$ cat src/rtl/sumador_serie.sv
// Multi-cycle adder/subtractor: one SLICE-bit chunk per enabled clock, carry held in a register.
// Optional OVF output when SUMADOR_SERIE_OVF_EN is defined.
module sumador_serie #(
   parameter int WIDTH = 32,
   parameter int SLICE = 8
) (
   input  logic             CLK,
   input  logic             RST_N,
   input  logic             ENB,
   input  logic             START,
   input  logic [WIDTH-1:0] A,
   input  logic [WIDTH-1:0] B,
   input  logic             Cin,
   input  logic [1:0]       MODO,
   output logic [WIDTH-1:0] Q,
   output logic             RCO,
   output logic             BUSY,
   output logic             DONE
`ifdef SUMADOR_SERIE_OVF_EN
   ,
   output logic             OVF
`endif
);

   localparam int NSLICES = WIDTH / SLICE;
   localparam int CW      = (NSLICES > 1) ? $clog2(NSLICES) : 1;

   if ((WIDTH % SLICE) != 0 || SLICE < 1 || SLICE > WIDTH) begin : g_param_chk
      $error("sumador_serie: WIDTH must be a non-zero multiple of SLICE");
   end

   typedef enum logic [1:0] {S_IDLE, S_BUSY, S_DONE} state_t;

   state_t             r_state;
   logic               r_rst_meta, r_rst_sync;
   logic [WIDTH-1:0]   r_a, r_b, r_sum;
   logic               r_c, r_sub;
   logic [CW-1:0]      r_cnt;
   logic [SLICE-1:0]   w_a_k, w_b_k, w_s;
   logic               w_c, w_last;
   logic [WIDTH+SLICE-1:0] w_cat;
   logic [WIDTH-1:0]   w_sum_nxt;

   // Reset asserts asynchronously but is released on a clock edge.
   always_ff @(posedge CLK or negedge RST_N) begin
      if (!RST_N) begin
         r_rst_meta <= 1'b0;
         r_rst_sync <= 1'b0;
      end else begin
         r_rst_meta <= 1'b1;
         r_rst_sync <= r_rst_meta;
      end
   end

   // Operands shift right each slice; finished sum bits enter from the top.
   assign w_a_k           = r_a[SLICE-1:0];
   assign w_b_k           = r_b[SLICE-1:0];
   assign {w_c, w_s}      = {1'b0, w_a_k} + {1'b0, w_b_k} + {{SLICE{1'b0}}, r_c};
   assign w_cat           = {w_s, r_sum};
   assign w_sum_nxt       = w_cat[WIDTH+SLICE-1:SLICE];
   assign w_last          = (r_cnt == CW'(NSLICES - 1));

`ifdef SUMADOR_SERIE_OVF_EN
   logic w_msb_cin;
   assign w_msb_cin = w_a_k[SLICE-1] ^ w_b_k[SLICE-1] ^ w_s[SLICE-1];
`endif

   always_ff @(posedge CLK or negedge r_rst_sync) begin
      if (!r_rst_sync) begin
         r_state <= S_IDLE;
         r_a     <= '0;
         r_b     <= '0;
         r_sum   <= '0;
         r_c     <= 1'b0;
         r_sub   <= 1'b0;
         r_cnt   <= '0;
         Q       <= '0;
         RCO     <= 1'b0;
         BUSY    <= 1'b0;
         DONE    <= 1'b0;
`ifdef SUMADOR_SERIE_OVF_EN
         OVF     <= 1'b0;
`endif
      end else if (ENB) begin
         case (r_state)
            S_IDLE: begin
               if (START) begin
                  r_a   <= A;
                  r_cnt <= '0;
                  r_sub <= (MODO == 2'b01);
                  case (MODO)
                     2'b00: begin
                        r_b <= B;
                        r_c <= Cin;
                     end
                     2'b01: begin
                        r_b <= ~B;
                        r_c <= ~Cin;
                     end
                     2'b10: begin
                        r_b <= '0;
                        r_c <= 1'b1;
                     end
                     default: begin
                        Q   <= '0;
                        RCO <= 1'b0;
`ifdef SUMADOR_SERIE_OVF_EN
                        OVF <= 1'b0;
`endif
                     end
                  endcase
                  if (MODO == 2'b11) begin
                     r_state <= S_DONE;
                     DONE    <= 1'b1;
                  end else begin
                     r_state <= S_BUSY;
                     BUSY    <= 1'b1;
                  end
               end
            end
            S_BUSY: begin
               r_a   <= r_a >> SLICE;
               r_b   <= r_b >> SLICE;
               r_sum <= w_sum_nxt;
               r_c   <= w_c;
               r_cnt <= r_cnt + 1'b1;
               if (w_last) begin
                  Q       <= w_sum_nxt;
                  RCO     <= w_c ^ r_sub;
`ifdef SUMADOR_SERIE_OVF_EN
                  OVF     <= w_msb_cin ^ w_c;
`endif
                  BUSY    <= 1'b0;
                  DONE    <= 1'b1;
                  r_state <= S_DONE;
               end
            end
            S_DONE: begin
               DONE    <= 1'b0;
               r_state <= S_IDLE;
            end
            default: r_state <= S_IDLE;
         endcase
      end
   end

endmodule
$ cat config.mk
export PLATFORM = sky130hd
export DESIGN_NAME = sumador_serie
export DESIGN_NICKNAME = d
export VERILOG_FILES = /design/src/rtl/sumador_serie.sv
export SDC_FILE = /design/constraint.sdc
export NUM_CORES = 1
export LEC_CHECK = 0
export CAP_MARGIN = 25
export CELL_PAD_IN_SITES_DETAIL_PLACEMENT = 1
export CELL_PAD_IN_SITES_GLOBAL_PLACEMENT = 2
export CORE_MARGIN = 4
export CORE_UTILIZATION = 30
export CTS_BUF_LIST = sky130_fd_sc_hd__clkbuf_16
export CTS_CLUSTER_DIAMETER = 120
export DETAILED_ROUTE_END_ITERATION = 8
export HOLD_SLACK_MARGIN = 0.12
export PLACE_DENSITY_LB_ADDON = 0.1
export SLEW_MARGIN = 20
export SYNTH_ARGS = -nofsm -noshare
export SYNTH_HDL_FRONTEND = slang
export SYNTH_SLANG_ARGS = --single-unit
export TNS_END_PERCENT = 30
$ cat constraint.sdc
create_clock -name CLK -period 4.09 [get_ports CLK]
set_clock_uncertainty 0.05 [all_clocks]
set_input_delay 0.818 -clock CLK [delete_from_list [all_inputs] [get_ports CLK]]
set_output_delay 0.818 -clock CLK [all_outputs]
set_load 0.01 [all_outputs]
Yosys cells after proc, flatten, opt, wreduce, memory -nomap -nowiden
Cells that the tools add are included.
{ "classes": {"addsub": 3, "mul": 0, "div_mod_pow": 0, "n_lt_le_gt_ge": 0, "eq_ne": 12, "shift": 0, "mux": 30, "bitwise": 3, "reduce_logical": 13} }
{ "ops": {"columns": ["op", "count"], "rows": [
  ["32-bit case mux with 2 select lines", 3],
  ["32-bit two-way mux", 5],
  ["32-bit case mux with 3 select lines", 1],
  ["32-bit inverter", 1],
  ["5-bit AND reduction", 3],
  ["1-bit two-way mux", 10],
  ["2-bit != test (second input constant)", 5],
  ["8-bit by 8-bit adder with 9-bit output", 1],
  ["9-bit by 1-bit adder with 9-bit output", 1],
  ["3-bit AND reduction", 3],
  ["2-bit equality test (second input constant)", 4],
  ["2-bit two-way mux", 4],
  ["2-bit case mux with 2 select lines", 2],
  ["1-bit case mux with 2 select lines", 3],
  ["1-bit case mux with 3 select lines", 2],
  ["2-bit by 1-bit equality test with 1-bit output (second input constant)", 2],
  ["2-bit logical NOT", 2],
  ["4-bit by 2-bit != test with 1-bit output (second input constant)", 1],
  ["4-bit AND reduction", 1],
  ["3-bit nonzero test", 1],
  ["3-bit OR reduction", 1],
  ["2-bit by 1-bit adder with 2-bit output (second input constant)", 1],
  ["2-bit AND reduction", 1],
  ["2-bit nonzero test", 1],
  ["2 further kinds", 2]
]} }
{ "totals": {"reg_bits": 139, "latchBits": 0, "ram_bits": 0, "mem_bits_ro": 0, "in_bits": 71, "elab_cells": 74, "n_memories": 0} }

Longest topological paths before layout
Gate-level depths: netlist of run 1.
{ "depth": {"ltp_word": 5, "ltp_mapped": 8} }

Worst setup path after synthesis of run 1
OpenSTA, ideal clock, no wires.
{ "synth_path": {"kind": "reg-to-reg", "start": "register r_a[0]", "end": "register Q[30]", "t_arrival_ns": 2.169, "slack_ns": 1.749, "path_stages_with_launch": 9, "period_less_slack_ns": 2.341, "cell_sequence": "dfrtp_1 -> fa_1 -> inv_1 -> fa_1 -> nor2b_4 -> o31a_1 -> o21a_1 -> or3_1 -> a32o_1"} }
{ "synth_via": {"elab_chain_len": 4} }
{ "synth_rtl": {"columns": ["element", "line_no", "rtl"], "rows": [
  ["from (decl)", "36", "logic [WIDTH-1:0] r_a, r_b, r_sum;"],
  ["from (signal assigned)", "122", "r_a <= r_a >> SLICE;"],
  ["8-bit by 8-bit adder with 9-bit output", "58", "assign {w_c, w_s} = {1'b0, w_a_k} + {1'b0, w_b_k} + {{SLICE{1'b0}}, r_c};"],
  ["9-bit by 1-bit adder with 9-bit output", "58", null],
  ["32-bit two-way mux", "127", "if (w_last) begin"],
  ["32-bit case mux with 2 select lines", "85", "case (r_state)"],
  ["to (signal assigned)", "128", "Q <= w_sum_nxt;"],
  ["to (decl)", "15", "output logic [WIDTH-1:0] Q,"]
]} }
No other way between the ends. The select of a mux whose other input is x is not followed.
A chain may end at the register's enable or synchronous reset.

Final worst setup path of run 1
Ends and elaborated chain as after synthesis.

==> metrics, run 1 <==
post-synth top area cell dfrtp_1; fin crit period 2.56 ns; status completed; top cells by area, synth dfrtp_1 (54%), o21ai_0 (8.8%), nand2_1 (7.1%); number of global-route vias before repair 4996; cell leakage power 3.53 nW; number of routed nets with antenna violations 0; Synth Warn # 0; Core Region 19700 um^2; DRC 0; vias post-DR 4569; cell area after synthesis 6100 um^2; placed cell count 937; Power Density 743 nW/um^2; Die Span Y 151 um; io pins 106; Syn Nets 681; placer congestion estimate 0.753; Max Root-Sink Buffers 2; DRT Pass-1 Iters 4; R2R Path End Q[30]; RR Startpoint r_a[0]; clk sinks 131; ratio of cells with drive above 1 in the final layout 9.50%; Final period util 62.7%; total power 5.99 mW; share of flip-flops with an asynchronous set or reset 100%; Hold WS 0.249 ns; Post-synth EDFFs 0; fin. max-slew vios 0; RSZ-0062 raised after global routing no; antenna violations before repair 0; Final Hold Viols 0; first-pass GRT wire length 25.4 mm; Worst Hold Class flop to async pin; Filler cells 2211; Layout Cells excl Fill 970; worst skew pair latency 0.41 ns; via/cell ratio 4.71; Max-Cap Viols 0; Initial DRC Count 174; cell count after synthesis 596; clk slew on worst S/H paths 0.06 ns; Area growth syn-to-layout 32.2%; Rows 51; Synth Flop Type dfrtp_1; Layout Utilization 40.9%; type of origin of the critical path flop; endpoints failing setup 0; crit path kind flop to flop; top-area cell type share of the netlist area 53.8%; Root Buffer clkbuf_16; fin nets 777; initial core utilization 30.9%; Setup Fix Bufs, Post-CTS 0; cells on worst reg2reg path 8; crit path max fanout 3; hold-fix buffers at CTS 0; total routed wirelength 15.3 mm; GRT overflow 0; count leader, synth dfrtp_1; die area 22700 um^2; top post-synthesis cells by count dfrtp_1 (131), nand2_1 (116), o21ai_0 (107); chip width 151 um; cts repair resizes 0; total negative slack 0 ns; worst vdd ir 0.335 mV; overall global routing resource usage 14.3%; crit end category flop; H-tree Lvls 4; largest net degree at the start of global routing 76; sequential area share after synthesis 53.8%; Slew @ Worst Pin 0.925 ns; Yosys reg bits 131; r2r setup slk 1.53 ns; WL per Instance 15.7 um; Num CTS Buffers 17; CTS tree built; syn avg cell area 10.2 um^2; Required @ worst endpoint 4.34 ns; final antenna diode count 0; fmax 0.390 GHz; post-synth cell types 40; slew margin rel. 38.3%; hpwl dp 10.9 mm; crit path DAT 2.81 ns; Port Buf Inserts 105
[sequential cells by signal (all words and copies together), names as in the netlist, 2 cells and up]
name	count
r_b	32
r_a	32
r_sum	24
Q	32
r_state	2
r_cnt	2
[critical path, cell delays in order, from the launching register on]
cell and delay (ns):
dfrtp_1 0.41, fa_1 0.50, inv_1 0.10, fa_1 0.26, nor2b_4 0.06, o31a_1 0.28, o21a_1 0.19, or3_1 0.34
a32o_1 0.28
[cell type report]
class / count / area, um^2 / share of cell area [%]
Clock buffer: 17 / 425 / 5.28
Clock inverter: 15 / 213 / 2.64
Inverter: 8 / 30.0 / 0.373
Multi-Input combinational cell: 416 / 2620 / 32.5
Sequential cell: 131 / 3280 / 40.7
Tap cell: 265 / 332 / 4.11
Timing Repair Buffer: 118 / 1160 / 14.4
[through the flow]
stage	setup WS, ns	cell area, um^2
5_1_grt	1.43	8060
4_1_cts	1.51	8040
3_5_place_dp	1.27	7400
6_report	1.53	8060
3_3_place_gp	1.33	7400
2_1_floorplan	0.120	6100
[layer usage]
layer | wire length, um | global-route usage, %
met3 | 629 | 3.97
met1 | 6710 | 17.4
met4 | 151 | 4.16
met2 | 7780 | 24.7
met5 | 0 | 0
[layout by cell type, fill, tap and decap left out, types with 2 or more instances in the layout]
| cell type | instances |
|---|---|
| a21o_1 | 2 |
| a21oi_1 | 8 |
| a22o_1 | 19 |
| a32o_1 | 2 |
| and2_1 | 3 |
| buf_4 | 12 |
| bufinv_16 | 5 |
| clkbuf_16 | 17 |
| clkdlybuf4s50_1 | 105 |
| clkinv_1 | 3 |
| clkinv_4 | 2 |
| dfrtp_1 | 130 |
| fa_1 | 2 |
| ha_1 | 12 |
| inv_1 | 9 |
| inv_6 | 2 |
| mux2_2 | 19 |
| mux2i_1 | 32 |
| nand2_1 | 115 |
| nand2b_1 | 25 |
| nor2_1 | 10 |
| nor2b_4 | 2 |
| o211ai_1 | 25 |
| o21a_1 | 3 |
| o21ai_0 | 107 |
| o21ai_1 | 8 |
| xor2_1 | 5 |
[logic make-up after synthesis]
group,count (synthesis),synth area share (%)
buffers and inverters,49,3.57
xor gates and xnor gates,5,0.718
muxes,51,8.76
AOI/OAI and AO/OA,183,18.4
adders and majority gates,14,3.12
other,1,0.0615
DFF,131,53.8
and+or+nand+nor,162,11.6
[power by group]
part | internal, mW | switching, mW | leakage (nW)
Clock | 1.08 | 0.562 | 0.312
Combinational | 1.02 | 1.10 | 1.54
Sequential | 1.83 | 0.385 | 1.68
Total | 3.93 | 2.05 | 3.53
[worst max-delay path by stage]
stage | start | end | slack, ns | cells past startpoint
after floorplan | r_rst_sync | BUSY | 0.12 | 0
after global routing | r_a[0] | Q[30] | 1.43 | 8
after CTS | r_a[0] | Q[30] | 1.51 | 8
after detailed placement | MODO[0] | r_c | 1.27 | 7
final | r_a[0] | Q[30] | 1.53 | 8
after global placement | MODO[0] | r_c | 1.33 | 7
No activity file was read; power rests on OpenSTA's default activity.
==> run 2, diff against run 1 <==
--- a/config.mk
+++ b/config.mk
@@ -9,7 +9,7 @@
 export CELL_PAD_IN_SITES_DETAIL_PLACEMENT = 1
 export CELL_PAD_IN_SITES_GLOBAL_PLACEMENT = 2
 export CORE_MARGIN = 4
-export CORE_UTILIZATION = 30
+export CORE_UTILIZATION = 33
 export CTS_BUF_LIST = sky130_fd_sc_hd__clkbuf_16
 export CTS_CLUSTER_DIAMETER = 120
 export DETAILED_ROUTE_END_ITERATION = 8
==> constraint.sdc (replaced) <==
create_clock -name CLK -period 2.42 [get_ports CLK]
set_clock_uncertainty 0.05 [all_clocks]
set_input_delay 0.484 -clock CLK [delete_from_list [all_inputs] [get_ports CLK]]
set_output_delay 0.484 -clock CLK [all_outputs]
set_load 0.01 [all_outputs]
==> run 2 against run 1 <==
Net effect:
- critical path depth did not move
- count of clock-buffer cells in the layout did not move
- critical endpoint unchanged
- largest power group is now combinational cells
- hold slack got worse by 0.069 ns
==> metrics, run 2 (synthesis gave the netlist of run 1 again) <==
placer congestion estimate 0.707; Initial DRC Count 232; Port Buf Inserts 105; clk sinks 131; Largest regs Q x32, r_a x32, r_b x32; commonest cells after routing, fill and taps aside dfrtp_1 (130), nand2_1 (116), o21ai_0 (106); worst vdd ir 0.556 mV; H-tree Lvls 4; Root Buffer clkbuf_16; Max-Cap Viols 0; overall global routing resource usage 15.9%; RSZ-0062 raised after global routing yes; CP Cell Sequence fa_2, inv_2, fa_2, nor2b_4, o31a_1, o21a_1, or3_4, a32o_1; Multi-input gate area 2630 um^2; Worst Hold Class primary input to async pin; crit path DAT 2.60 ns; cell mode on critical path fa_2; CTS tree built; Reg area 3280 um^2; DRC 0; type of origin of the critical path flop; fin nets 787; die area 20700 um^2; fmax 0.425 GHz; via/cell ratio 4.89; crit end category flop; first-pass GRT wire length 25.9 mm; crit path max fanout 2; Crit-path slowest cell dfrtp_1; crit path kind flop to flop; total routed wirelength 15.7 mm; status completed; Final period util 97.2%; antenna violations before repair 0; fin. max-slew vios 0; fin crit period 2.35 ns; Power Density 1230 nW/um^2; leading cell type in the layout, fill and taps excluded dfrtp_1; placed cell count 911; GRT overflow 0; number of global-route vias before repair 4986; Area growth syn-to-layout 32.5%; Final Hold Viols 0; Hold WS 0.180 ns; DRT Pass-1 Iters 5; Die Span Y 144 um; Core Region 18100 um^2; endpoints failing setup 0; crit-path max cell delay 0.41 ns; vias post-DR 4613; worst skew pair latency 0.41 ns; ratio of cells with drive above 1 in the final layout 11.1%; Filler cells 1979; Layout Cells excl Fill 944; Final WS setup 0.0683 ns; number of routed nets with antenna violations 0; largest net degree at the start of global routing 59; hpwl dp 11.3 mm; Setup WS pre-CTS -0.0826 ns; WL per Instance 16.6 um; slew margin rel. 41.2%; Max Root-Sink Buffers 2; Slew @ Worst Pin 0.879 ns; clk slew on worst S/H paths 0.06 ns; chip width 144 um; cell leakage power 3.57 nW; initial core utilization 33.7%; io pins 106; Num CTS Buffers 17; Rows 49; Required @ worst endpoint 2.67 ns
-- run 2: cell count changes in the layout (fill, tap and decap cells not counted), sizes merged --
cell / change
bufinv: -3
clkinv: +2
clkinvlp: +1
inv: -1
diode: +1
buf: +10
-- run 2: layout make-up --
class / count / area share (%)
repair buffers: 128 / 16.1
well taps: 229 / 3.55
clock buffers: 17 / 5.27
clock inverters: 14 / 1.53
diodes: 1 / 0.0310
multi-input cells: 416 / 32.5
inverters: 8 / 0.372
flip-flops and latches: 131 / 40.6
-- run 2: worst max-delay path, delay by kind of cell (launching register included) --
kind | cells | cell delay, ns
adder cells (fa/ha/maj) | 2 | 0.64
AO/OA/AOI/OAI | 3 | 0.69
buffers and inverters | 1 | 0.07
flip-flops | 1 | 0.41
AND/OR/NAND/NOR | 2 | 0.38
-- run 2: through the flow --
| stage | area [um^2] | utilization, % | power (mW) | setup TNS (ns) |
|---|---|---|---|---|
| floorplan | 6100 | - | 6.07 | 0 |
| global placement | 7500 | 41.5 | 7.44 | -0.00689 |
| detailed placement | 7500 | 41.5 | 7.62 | -0.711 |
| CTS | 8060 | 44.5 | 10.1 | -0.00932 |
| global route | 8070 | 44.6 | 10.8 | -0.00310 |
| finish | 8070 | 44.6 | 9.94 | 0 |
-- run 2: power by group --
group | leakage, nW | total, mW | switching [mW] | internal (mW)
clock | 0.276 | 2.41 | 0.924 | 1.48
sequential | 1.68 | 3.71 | 0.610 | 3.10
combinational | 1.61 | 3.82 | 1.97 | 1.86
total | 3.57 | 9.94 | 3.50 | 6.44
-- run 2: timing repair --
| item | in CTS | in global routing |
|---|---|---|
| setup buffers | 0 | 1 |
| hold buffers | 0 | 0 |
| setup endpoints to repair | 4 | 5 |
| pin swaps | 0 | 2 |
| gates resized for setup | 2 | 3 |
-- run 2: path summary, 6_finish.rpt --
check	startpoint	endpoint	slack (ns)	cells past startpoint
max in group asynchronous	r_rst_sync	Q[15]	1.35	1
hold / removal	RST_N	r_rst_sync	0.18	1
setup / recovery	r_b[0]	Q[30]	0.07	8
setup reg to reg	r_b[0]	Q[30]	0.07	8
hold reg to reg	r_rst_sync	r_b[30]	0.29	0
min in group CLK	r_rst_meta	r_rst_sync	0.30	0
-- run 2: layer usage --
metal,GRT usage (%),routed length (um)
met1,19.9,7120
met2,27.1,7730
met3,4.56,647
met4,4.01,169
met5,0,0
